File: src/rtl/axi4_lite_cmd_master_if.sv
// AXI4-Lite bus bundle shared by the command master and a register slave.
interface ifc_axi4_lite #(
    parameter int AXI_ADDR_WIDTH = 32,
    parameter int AXI_DATA_WIDTH = 32
);
    logic [AXI_ADDR_WIDTH-1:0]   awaddr;
    logic [2:0]                  awprot;
    logic                        awvalid;
    logic                        awready;
    logic [AXI_DATA_WIDTH-1:0]   wdata;
    logic [AXI_DATA_WIDTH/8-1:0] wstrb;
    logic                        wvalid;
    logic                        wready;
    logic [1:0]                  bresp;
    logic                        bvalid;
    logic                        bready;
    logic [AXI_ADDR_WIDTH-1:0]   araddr;
    logic [2:0]                  arprot;
    logic                        arvalid;
    logic                        arready;
    logic [AXI_DATA_WIDTH-1:0]   rdata;
    logic [1:0]                  rresp;
    logic                        rvalid;
    logic                        rready;

    modport master (
        output awaddr, awprot, awvalid, input awready,
        output wdata, wstrb, wvalid, input wready,
        input  bresp, bvalid, output bready,
        output araddr, arprot, arvalid, input arready,
        input  rdata, rresp, rvalid, output rready
    );

    modport slave (
        input  awaddr, awprot, awvalid, output awready,
        input  wdata, wstrb, wvalid, output wready,
        output bresp, bvalid, input bready,
        input  araddr, arprot, arvalid, output arready,
        output rdata, rresp, rvalid, input rready
    );
endinterface

File: src/rtl/axi4_lite_cmd_master.sv
// Single-outstanding AXI4-Lite master: turns one command into one AXI transaction
// and returns its response, with an optional bus-wait timeout for debug use.
module axi4_lite_cmd_master #(
    parameter int AXI_ADDR_WIDTH = 32,
    parameter int AXI_DATA_WIDTH = 32,
    parameter int TIMEOUT_CYCLES = 1024
) (
    input  logic                        clk,
    input  logic                        rst_n,
    ifc_axi4_lite.master                if_axi,
    input  logic                        i_cmd_valid,
    output logic                        o_cmd_ready,
    input  logic                        i_cmd_write,
    input  logic [AXI_ADDR_WIDTH-1:0]   i_cmd_addr,
    input  logic [AXI_DATA_WIDTH-1:0]   i_cmd_wdata,
    input  logic [AXI_DATA_WIDTH/8-1:0] i_cmd_wstrb,
    output logic                        o_rsp_valid,
    input  logic                        i_rsp_ready,
    output logic [AXI_DATA_WIDTH-1:0]   o_rsp_rdata,
    output logic [1:0]                  o_rsp_resp,
    output logic                        o_rsp_timeout
);
    localparam int STRB_W = AXI_DATA_WIDTH / 8;
    localparam int CNT_W  = (TIMEOUT_CYCLES > 2) ? $clog2(TIMEOUT_CYCLES) : 1;
    localparam logic [CNT_W-1:0] CNT_LIMIT =
        (TIMEOUT_CYCLES > 0) ? CNT_W'(TIMEOUT_CYCLES - 1) : '0;

    typedef enum logic [2:0] {
        IDLE    = 3'd0,
        WR_REQ  = 3'd1,
        WR_RESP = 3'd2,
        RD_REQ  = 3'd3,
        RD_RESP = 3'd4,
        RSP     = 3'd5
    } state_t;

    state_t                    state;
    logic                      awvalid_q;
    logic                      wvalid_q;
    logic                      bready_q;
    logic                      arvalid_q;
    logic                      rready_q;
    logic                      rsp_valid_q;
    logic                      rsp_timeout_q;
    logic [AXI_DATA_WIDTH-1:0] rsp_rdata_q;
    logic [1:0]                rsp_resp_q;
    logic [CNT_W-1:0]          wait_cnt;

    logic [AXI_ADDR_WIDTH-1:0] addr_q;
    logic [AXI_DATA_WIDTH-1:0] wdata_q;
    logic [STRB_W-1:0]         wstrb_q;

    logic cmd_accept;
    logic limit_hit;
    logic aw_hs;
    logic w_hs;
    logic aw_done;
    logic w_done;

    assign cmd_accept = (state == IDLE) && i_cmd_valid;
    assign limit_hit  = (TIMEOUT_CYCLES != 0) && (wait_cnt == CNT_LIMIT);
    assign aw_hs      = awvalid_q && if_axi.awready;
    assign w_hs       = wvalid_q && if_axi.wready;
    // A channel counts as done once its valid has dropped or it handshakes now.
    assign aw_done    = !awvalid_q || if_axi.awready;
    assign w_done     = !wvalid_q || if_axi.wready;

    // Command payload is only sampled at acceptance, so it stays stable while valid.
    always_ff @(posedge clk) begin
        if (cmd_accept) begin
            addr_q  <= i_cmd_addr;
            wdata_q <= i_cmd_wdata;
            wstrb_q <= i_cmd_wstrb;
        end
    end

    always_ff @(posedge clk or negedge rst_n) begin
        if (!rst_n) begin
            state         <= IDLE;
            awvalid_q     <= 1'b0;
            wvalid_q      <= 1'b0;
            bready_q      <= 1'b0;
            arvalid_q     <= 1'b0;
            rready_q      <= 1'b0;
            rsp_valid_q   <= 1'b0;
            rsp_timeout_q <= 1'b0;
            rsp_rdata_q   <= '0;
            rsp_resp_q    <= 2'b00;
            wait_cnt      <= '0;
        end else begin
            unique case (state)
                IDLE: begin
                    if (i_cmd_valid) begin
                        wait_cnt <= '0;
                        if (i_cmd_write) begin
                            state     <= WR_REQ;
                            awvalid_q <= 1'b1;
                            wvalid_q  <= 1'b1;
                        end else begin
                            state     <= RD_REQ;
                            arvalid_q <= 1'b1;
                        end
                    end
                end

                WR_REQ: begin
                    wait_cnt <= wait_cnt + CNT_W'(1);
                    if (limit_hit) begin
                        state         <= RSP;
                        awvalid_q     <= 1'b0;
                        wvalid_q      <= 1'b0;
                        rsp_valid_q   <= 1'b1;
                        rsp_timeout_q <= 1'b1;
                        rsp_resp_q    <= 2'b10;
                        rsp_rdata_q   <= '0;
                    end else begin
                        if (aw_hs) awvalid_q <= 1'b0;
                        if (w_hs)  wvalid_q  <= 1'b0;
                        if (aw_done && w_done) begin
                            state    <= WR_RESP;
                            bready_q <= 1'b1;
                        end
                    end
                end

                WR_RESP: begin
                    wait_cnt <= wait_cnt + CNT_W'(1);
                    // A B beat on the limit cycle still completes normally.
                    if (if_axi.bvalid) begin
                        state         <= RSP;
                        bready_q      <= 1'b0;
                        rsp_valid_q   <= 1'b1;
                        rsp_timeout_q <= 1'b0;
                        rsp_resp_q    <= if_axi.bresp;
                        rsp_rdata_q   <= '0;
                    end else if (limit_hit) begin
                        state         <= RSP;
                        bready_q      <= 1'b0;
                        rsp_valid_q   <= 1'b1;
                        rsp_timeout_q <= 1'b1;
                        rsp_resp_q    <= 2'b10;
                        rsp_rdata_q   <= '0;
                    end
                end

                RD_REQ: begin
                    wait_cnt <= wait_cnt + CNT_W'(1);
                    if (limit_hit) begin
                        state         <= RSP;
                        arvalid_q     <= 1'b0;
                        rsp_valid_q   <= 1'b1;
                        rsp_timeout_q <= 1'b1;
                        rsp_resp_q    <= 2'b10;
                        rsp_rdata_q   <= '0;
                    end else if (if_axi.arready) begin
                        state     <= RD_RESP;
                        arvalid_q <= 1'b0;
                        rready_q  <= 1'b1;
                    end
                end

                RD_RESP: begin
                    wait_cnt <= wait_cnt + CNT_W'(1);
                    if (if_axi.rvalid) begin
                        state         <= RSP;
                        rready_q      <= 1'b0;
                        rsp_valid_q   <= 1'b1;
                        rsp_timeout_q <= 1'b0;
                        rsp_resp_q    <= if_axi.rresp;
                        rsp_rdata_q   <= if_axi.rdata;
                    end else if (limit_hit) begin
                        state         <= RSP;
                        rready_q      <= 1'b0;
                        rsp_valid_q   <= 1'b1;
                        rsp_timeout_q <= 1'b1;
                        rsp_resp_q    <= 2'b10;
                        rsp_rdata_q   <= '0;
                    end
                end

                RSP: begin
                    if (i_rsp_ready) begin
                        state         <= IDLE;
                        rsp_valid_q   <= 1'b0;
                        rsp_timeout_q <= 1'b0;
                    end
                end

                default: begin
                    state <= IDLE;
                end
            endcase
        end
    end

    assign o_cmd_ready   = (state == IDLE);
    assign o_rsp_valid   = rsp_valid_q;
    assign o_rsp_timeout = rsp_timeout_q;
    assign o_rsp_rdata   = rsp_rdata_q;
    assign o_rsp_resp    = rsp_resp_q;

    assign if_axi.awaddr  = addr_q;
    assign if_axi.awprot  = 3'b000;
    assign if_axi.awvalid = awvalid_q;
    assign if_axi.wdata   = wdata_q;
    assign if_axi.wstrb   = wstrb_q;
    assign if_axi.wvalid  = wvalid_q;
    assign if_axi.bready  = bready_q;
    assign if_axi.araddr  = addr_q;
    assign if_axi.arprot  = 3'b000;
    assign if_axi.arvalid = arvalid_q;
    assign if_axi.rready  = rready_q;
endmodule

File: src/flat_wrapper.sv
// flat-port wrapper written by rule: the top's interface ports become plain ports
module axi4_lite_cmd_master_flat 
#(
    parameter int AXI_ADDR_WIDTH = 32,
    parameter int AXI_DATA_WIDTH = 32,
    parameter int TIMEOUT_CYCLES = 1024
)
  (clk, rst_n, i_cmd_valid, o_cmd_ready, i_cmd_write, i_cmd_addr, i_cmd_wdata, i_cmd_wstrb, o_rsp_valid, i_rsp_ready, o_rsp_rdata, o_rsp_resp, o_rsp_timeout, if_axi_awaddr, if_axi_awprot, if_axi_awvalid, if_axi_awready, if_axi_wdata, if_axi_wstrb, if_axi_wvalid, if_axi_wready, if_axi_bresp, if_axi_bvalid, if_axi_bready, if_axi_araddr, if_axi_arprot, if_axi_arvalid, if_axi_arready, if_axi_rdata, if_axi_rresp, if_axi_rvalid, if_axi_rready);
  ifc_axi4_lite #(.AXI_ADDR_WIDTH(AXI_ADDR_WIDTH), .AXI_DATA_WIDTH(AXI_DATA_WIDTH)) if_axi_i ();
  input  logic clk;
  input  logic rst_n;
  input  logic i_cmd_valid;
  output logic o_cmd_ready;
  input  logic i_cmd_write;
  input  logic [AXI_ADDR_WIDTH-1:0] i_cmd_addr;
  input  logic [AXI_DATA_WIDTH-1:0] i_cmd_wdata;
  input  logic [AXI_DATA_WIDTH/8-1:0] i_cmd_wstrb;
  output logic o_rsp_valid;
  input  logic i_rsp_ready;
  output logic [AXI_DATA_WIDTH-1:0] o_rsp_rdata;
  output logic [1:0] o_rsp_resp;
  output logic o_rsp_timeout;
  output wire logic [$bits(if_axi_i.awaddr)-1:0] if_axi_awaddr;
  output wire logic [$bits(if_axi_i.awprot)-1:0] if_axi_awprot;
  output wire logic [$bits(if_axi_i.awvalid)-1:0] if_axi_awvalid;
  input wire logic [$bits(if_axi_i.awready)-1:0] if_axi_awready;
  output wire logic [$bits(if_axi_i.wdata)-1:0] if_axi_wdata;
  output wire logic [$bits(if_axi_i.wstrb)-1:0] if_axi_wstrb;
  output wire logic [$bits(if_axi_i.wvalid)-1:0] if_axi_wvalid;
  input wire logic [$bits(if_axi_i.wready)-1:0] if_axi_wready;
  input wire logic [$bits(if_axi_i.bresp)-1:0] if_axi_bresp;
  input wire logic [$bits(if_axi_i.bvalid)-1:0] if_axi_bvalid;
  output wire logic [$bits(if_axi_i.bready)-1:0] if_axi_bready;
  output wire logic [$bits(if_axi_i.araddr)-1:0] if_axi_araddr;
  output wire logic [$bits(if_axi_i.arprot)-1:0] if_axi_arprot;
  output wire logic [$bits(if_axi_i.arvalid)-1:0] if_axi_arvalid;
  input wire logic [$bits(if_axi_i.arready)-1:0] if_axi_arready;
  input wire logic [$bits(if_axi_i.rdata)-1:0] if_axi_rdata;
  input wire logic [$bits(if_axi_i.rresp)-1:0] if_axi_rresp;
  input wire logic [$bits(if_axi_i.rvalid)-1:0] if_axi_rvalid;
  output wire logic [$bits(if_axi_i.rready)-1:0] if_axi_rready;
  assign if_axi_awaddr = if_axi_i.awaddr;
  assign if_axi_awprot = if_axi_i.awprot;
  assign if_axi_awvalid = if_axi_i.awvalid;
  assign if_axi_i.awready = if_axi_awready;
  assign if_axi_wdata = if_axi_i.wdata;
  assign if_axi_wstrb = if_axi_i.wstrb;
  assign if_axi_wvalid = if_axi_i.wvalid;
  assign if_axi_i.wready = if_axi_wready;
  assign if_axi_i.bresp = if_axi_bresp;
  assign if_axi_i.bvalid = if_axi_bvalid;
  assign if_axi_bready = if_axi_i.bready;
  assign if_axi_araddr = if_axi_i.araddr;
  assign if_axi_arprot = if_axi_i.arprot;
  assign if_axi_arvalid = if_axi_i.arvalid;
  assign if_axi_i.arready = if_axi_arready;
  assign if_axi_i.rdata = if_axi_rdata;
  assign if_axi_i.rresp = if_axi_rresp;
  assign if_axi_i.rvalid = if_axi_rvalid;
  assign if_axi_rready = if_axi_i.rready;
  axi4_lite_cmd_master #(.AXI_ADDR_WIDTH(AXI_ADDR_WIDTH), .AXI_DATA_WIDTH(AXI_DATA_WIDTH), .TIMEOUT_CYCLES(TIMEOUT_CYCLES)) u_core (.clk(clk), .rst_n(rst_n), .if_axi(if_axi_i), .i_cmd_valid(i_cmd_valid), .o_cmd_ready(o_cmd_ready), .i_cmd_write(i_cmd_write), .i_cmd_addr(i_cmd_addr), .i_cmd_wdata(i_cmd_wdata), .i_cmd_wstrb(i_cmd_wstrb), .o_rsp_valid(o_rsp_valid), .i_rsp_ready(i_rsp_ready), .o_rsp_rdata(o_rsp_rdata), .o_rsp_resp(o_rsp_resp), .o_rsp_timeout(o_rsp_timeout));
endmodule
File: config.mk
export PLATFORM = sky130hd
export DESIGN_NAME = axi4_lite_cmd_master_flat
export DESIGN_NICKNAME = d
export VERILOG_FILES = /design/src/rtl/axi4_lite_cmd_master_if.sv /design/src/rtl/axi4_lite_cmd_master.sv /design/src/flat_wrapper.sv
export SDC_FILE = /design/constraint.sdc
export NUM_CORES = 1
export LEC_CHECK = 0
export CAP_MARGIN = 20
export CORE_ASPECT_RATIO = 1.4
export CORE_UTILIZATION = 42
export CTS_CLUSTER_SIZE = 30
export DETAILED_ROUTE_END_ITERATION = 16
export GPL_TIMING_DRIVEN = 0
export PLACE_DENSITY = 0.86
export SYNTH_ARGS = -nofsm -noshare
export SYNTH_HDL_FRONTEND = slang
export SYNTH_SLANG_ARGS = --single-unit
File: constraint.sdc
create_clock -name clk -period 5.03 [get_ports clk]
set_input_delay 1.2575 -clock clk [delete_from_list [all_inputs] [get_ports clk]]
set_output_delay 1.2575 -clock clk [all_outputs]
set_load 0.02 [all_outputs]
### After elaboration in Yosys (flattened, before gate mapping)

Cells that the tools add are included.

| storage, ports and cells | value |
|---|---|
| memories | 0 |
| input bits | 114 |
| logic and storage cells | 113 |
| ROM bits | 0 |
| flip-flop bits (word level) | 122 |
| bits in latches | 0 |
| output and inout bits | 148 |
| bits in writable memories | 0 |

| cells by class | value |
|---|---|
| $lt $le $gt $ge | 0 |
| add/subtract/negate cells | 1 |
| mux-type cells | 52 |
| multipliers | 0 |
| shift operators | 0 |
| reductions and logical operators | 26 |
| bitwise logic cells | 0 |
| divide/modulo/power cells | 0 |
| eq/ne operators | 20 |

Operator list:

| operator | count |
|---|---|
| 32-bit 2-to-1 mux | 3 |
| 32-bit case mux with 3 select lines | 1 |
| 3-bit 2-to-1 mux | 9 |
| 1-bit 2-to-1 mux | 24 |
| 4-bit AND reduction | 6 |
| 10-bit case mux with 2 select lines | 1 |
| 3-bit case mux with 6 select lines | 1 |
| 2-bit != test, second input constant | 6 |
| 10-bit by 1-bit adder with 10-bit output, second input constant | 1 |
| 10-bit equality test, second input constant | 1 |
| 10-bit 2-to-1 mux | 1 |
| 1-bit case mux with 2 select lines | 5 |
| 2-bit nonzero test | 5 |
| 3-bit by 1-bit != test with 1-bit output, second input constant | 3 |
| 3-bit by 2-bit != test with 1-bit output, second input constant | 3 |
| 2-bit 2-to-1 mux | 4 |
| 1-bit case mux with 4 select lines | 2 |
| 3-bit by 2-bit equality test with 1-bit output, second input constant | 2 |
| 3-bit equality test, second input constant | 2 |
| 2-bit case mux with 3 select lines | 1 |
| 1-bit logical AND | 4 |
| 2-bit by 1-bit != test with 1-bit output, second input constant | 2 |
| 2-bit AND reduction | 2 |
| 4-bit nonzero test | 1 |
| other kinds (7) | 9 |

### Depth between registers and ports, before layout

| logic depth | value |
|---|---|
| word-level depth | 6 |
| depth in mapped cells | 7 |
| gate-level depth less buffers | 6 |

### Least setup slack after synthesis

Ideal clock, no wire load.

| timing | value |
|---|---|
| path type | in2reg |
| start | input i_cmd_valid |
| end | register u_core.addr_q[0], in the netlist u_core.if_axi.araddr[0], enable pin |
| cell stages on the path | 2 |
| required time | 4.651 ns |
| arrival time | 1.967 ns |
| setup time | 0.379 ns |
| buffers on the path | 1 |
| slack | 2.684 ns |
| path through | and2_1 buf_4 |

| between the ends | value |
|---|---|
| cells in the longest elaborated chain, start to end | 1 |

RTL lines:

| element | line | RTL |
|---|---|---|
| start: declaration | flat_wrapper.sv:12 | `input logic i_cmd_valid;` |
| 1-bit logical AND | axi4_lite_cmd_master.sv:60 | `assign cmd_accept = (state == IDLE) && i_cmd_valid;` |
| via u_core.cmd_accept | axi4_lite_cmd_master.sv:53 | `logic cmd_accept;` |
| end signal: assignment | axi4_lite_cmd_master.sv:71 | `addr_q <= i_cmd_addr;` |
| end: declaration | axi4_lite_cmd_master.sv:49 | `logic [AXI_ADDR_WIDTH-1:0] addr_q;` |

The timed path passes the listed nets, and every way through them passes these cells.
A chain may end at the register's enable or synchronous reset.

### Worst setup path after layout

| timing | value |
|---|---|
| start | register u_core.state[0] |
| end | output o_cmd_ready |

| between the ends | value |
|---|---|
| cells in the longest elaborated chain, start to end | 1 |

RTL lines:

| element | line | RTL |
|---|---|---|
| start: declaration | axi4_lite_cmd_master.sv:37 | `state_t state;` |
| start signal: assignment | axi4_lite_cmd_master.sv:79 | `state <= IDLE;` |
| start signal: assignment | axi4_lite_cmd_master.sv:96 | `state <= WR_REQ;` |
| start signal: assignment | axi4_lite_cmd_master.sv:100 | `state <= RD_REQ;` |
| 3-bit logical NOT | axi4_lite_cmd_master.sv:196 | `assign o_cmd_ready = (state == IDLE);` |
| end: declaration | flat_wrapper.sv:13 | `output logic o_cmd_ready;` |

No other way between the ends.

==> metrics.yaml <==
yosys.area.top_type_share_pct: 42.4
synth_area_sq_um: 4820
wl_per_cell_microns: 18.6
hold_viol: 0
path_buf_inv: 3
hold_slack_ps: 498
status: "finished, final reports clean"
grt_setup_unrepaired: "no"
reg2reg_slack_ps: 2620
clkSlewWorstSetupHoldPaths_ps: 60
drt-initial-drc-count: 180
critPathSlowestCell: "clkdlybuf4s50_1"
r2r_cells: 5
synth-edff-count: 68
placementRows: 45
synthTopCellsByArea: "edfxtp_1, dfrtp_1, a22o_1"
drc_errors: 0
antenna_found_initial: 1
cpPeakStageDelay_ps: 620
crit_family: "buffers and inverters"
drv_slew: 0
grt_pass1_wl_mm: 21.3
cts_tree: "done"
maxCapViolCount: 0
relSlewSlack_pct: 38.7
portBuffers: 255
first_pass_iters: 4
muxShareOfSynthArea_pct: 0.234
ys.flop_type: "edfxtp_1"
fin_cells: 758
ys_types: 52
grt_pass1_vias: 3884
worstSetupPathType: "flip-flop to output pin"
io_pins: 262
clock.fmax_ghz: 0.298
skew_ps: 7.72
yosys.area_share.xor_xnor_pct: 1.27
synth_top_family_by_area: "compound AO/OA/AOI/OAI gates"
worstPathCellList: "buf_6, or3_1, inv_2, clkdlybuf4s50_1"
critPathArrivalTime_ps: 2100
drive_above_1_share_pct: 14.8
yosysMostFrequentCell: "edfxtp_1"
routed_wl_mm: 14.1
cts-htree-levels: 4
post_cts_resized: 0
vdd_drop_max_mv: 0.290
die_h_microns: 129
gp_congestion: 0.903
async_reset_ff_share_pct: 44.3
synth_compound_area_share_pct: 12.0
start_util_pct: 43.9
cts_buffer_depth: 2
critPathLaunch: "u_core.state[0]"
dpl.hpwl_mm: 10.5
rr_endpoint: "u_core.if_axi.wdata[23]"
path_max_fanout: 10
grt_max_degree: 78
synth_common_cells: "edfxtp_1, dfrtp_1, buf_4, a22o_1, nor2_1"
clkLatencyLatePin_ps: 400
synthAdderAreaFrac_pct: 0.260
cts_hold_buf: 0
num_vias: 3829
max_slew.worst_pin.slew_ps: 919
min_period_ps: 3350
cp-end-kind: "output pin"
cp.required_ps: 3770
synth_top_area_cell: "edfxtp_1"
ys_seq_area_share_pct: 70.4
num-fill-cells: 707
netlist_instances: 323
area_growth_pct: 68.5
start_kind: "flip-flop"
yosys_warnings: 0
power.total_mw: 4.14
gr-total-overflow: 0
final_net_count: 718
cts_buffers: 17
synthSimpleGateAreaFrac_pct: 7.40
crit_end: "o_cmd_ready"
numClockSinks: 122
crit_cells: 4
die_x_microns: 92.5
via_per_inst: 5.05
core-area_sq_um: 11000
ant_nets: 0
hold_path.class: "flip-flop to flip-flop"
setup_tns_ps: 0
root_buffer: "clkbuf_16"
setup_viol: 0
reg2reg_from: "u_core.state[0]"
synth_seq_cells: 122
dieArea_sq_um: 11900
grt_usage_pct: 24.3
power.leakage_nw: 3.27
post_cts_buffers: 0
avgSynthCellArea_sq_um: 14.9
post-place-cells: 725
min_period_over_period_pct: 66.7
cellPowerDensity_nw_per_um2: 510
metal layers:
layer	vias to the layer above	GRT usage, %	part of all wire [%]
met5	-	0	0
met4	0	11.5	3.4
met3	33	8.45	9.4
met2	238	42.0	51
met1	1834	26.8	36
li1	1724	-	-
logic make-up (layout without fill, tap and decap cells):
group,after synthesis,after routing
fa+ha+maj,1,1
flops,122,122
compound gates,76,76
buf+inv,54,342
other cells,1,7
xor+xnor,7,7
simple gates,61,61
mux,1,1
sequential cells by signal, indices dropped and copies added (netlist names):
signal                 cells
u_core.wait_cnt           10
u_core.if_axi.arvalid      1
u_core.if_axi.awvalid      1
u_core.o_rsp_valid         1
u_core.if_axi.rready       1
u_core.if_axi.wdata       32
u_core.state               3
u_core.if_axi.wstrb        4
u_core.if_axi.araddr      32
u_core.if_axi.bready       1
u_core.if_axi.wvalid       1
u_core.o_rsp_resp          2
u_core.o_rsp_timeout       1
u_core.o_rsp_rdata        32
layout by cell type (no fill, tap or decap), types with 8 or more instances in the layout:
master / n
a21oi_1: 9
a22o_1: 35
buf_4: 39
clkbuf_16: 17
clkdlybuf4s50_1: 254
dfrtp_1: 54
edfxtp_1: 68
nand2_1: 14
nor2_1: 15
o21ai_1: 8
power by group:
group          switching, mW  total [mW]  internal, mW
Clock                  0.425        1.09         0.670
Combinational          0.815        1.58         0.765
Sequential             0.139        1.47          1.33
Total                   1.38        4.14          2.76
stage by stage:
step           util [%]  area (sq um)  worst slack (ps)
3_3_place_gp       68.9          7570              1190
2_1_floorplan         -          4840              2680
5_1_grt            73.9          8120              1620
4_1_cts            73.9          8120              1670
3_5_place_dp       69.0          7580              1880
6_report           73.9          8120              1680
worst reg2reg max path, cell delays in order (launching register included):
cell     delay [ps]
dfrtp_1         400
buf_6           160
or3_1           400
inv_2           110
and2_1          180
buf_4           720
cell type report:
type                            count  area (sq um)  area share [%]
Buffer                             52           392            4.82
Clock buffer                       18           429            5.29
Tap cell                          141           176            2.17
Inverter                            2          7.51          0.0925
Timing Repair Buffer              256          2570            31.6
Clock inverter                     14           106            1.31
Sequential cell                   122          3390            41.8
Antenna cell                        1          2.50          0.0308
Multi-Input combinational cell    152          1040            12.9
worst min path at each step:
stage | cells past startpoint | start | end
global route | 1 | u_core.o_rsp_rdata[8] | u_core.o_rsp_rdata[8]
detailed placement | 1 | u_core.o_rsp_resp[0] | u_core.o_rsp_resp[0]
global placement | 1 | u_core.o_rsp_resp[0] | u_core.o_rsp_resp[0]
finish | 1 | u_core.o_rsp_resp[0] | u_core.o_rsp_resp[0]
CTS | 1 | u_core.o_rsp_resp[0] | u_core.o_rsp_resp[0]
floorplan | 1 | u_core.wait_cnt[0] | u_core.wait_cnt[0]
(Power assumes the default switching activity.)
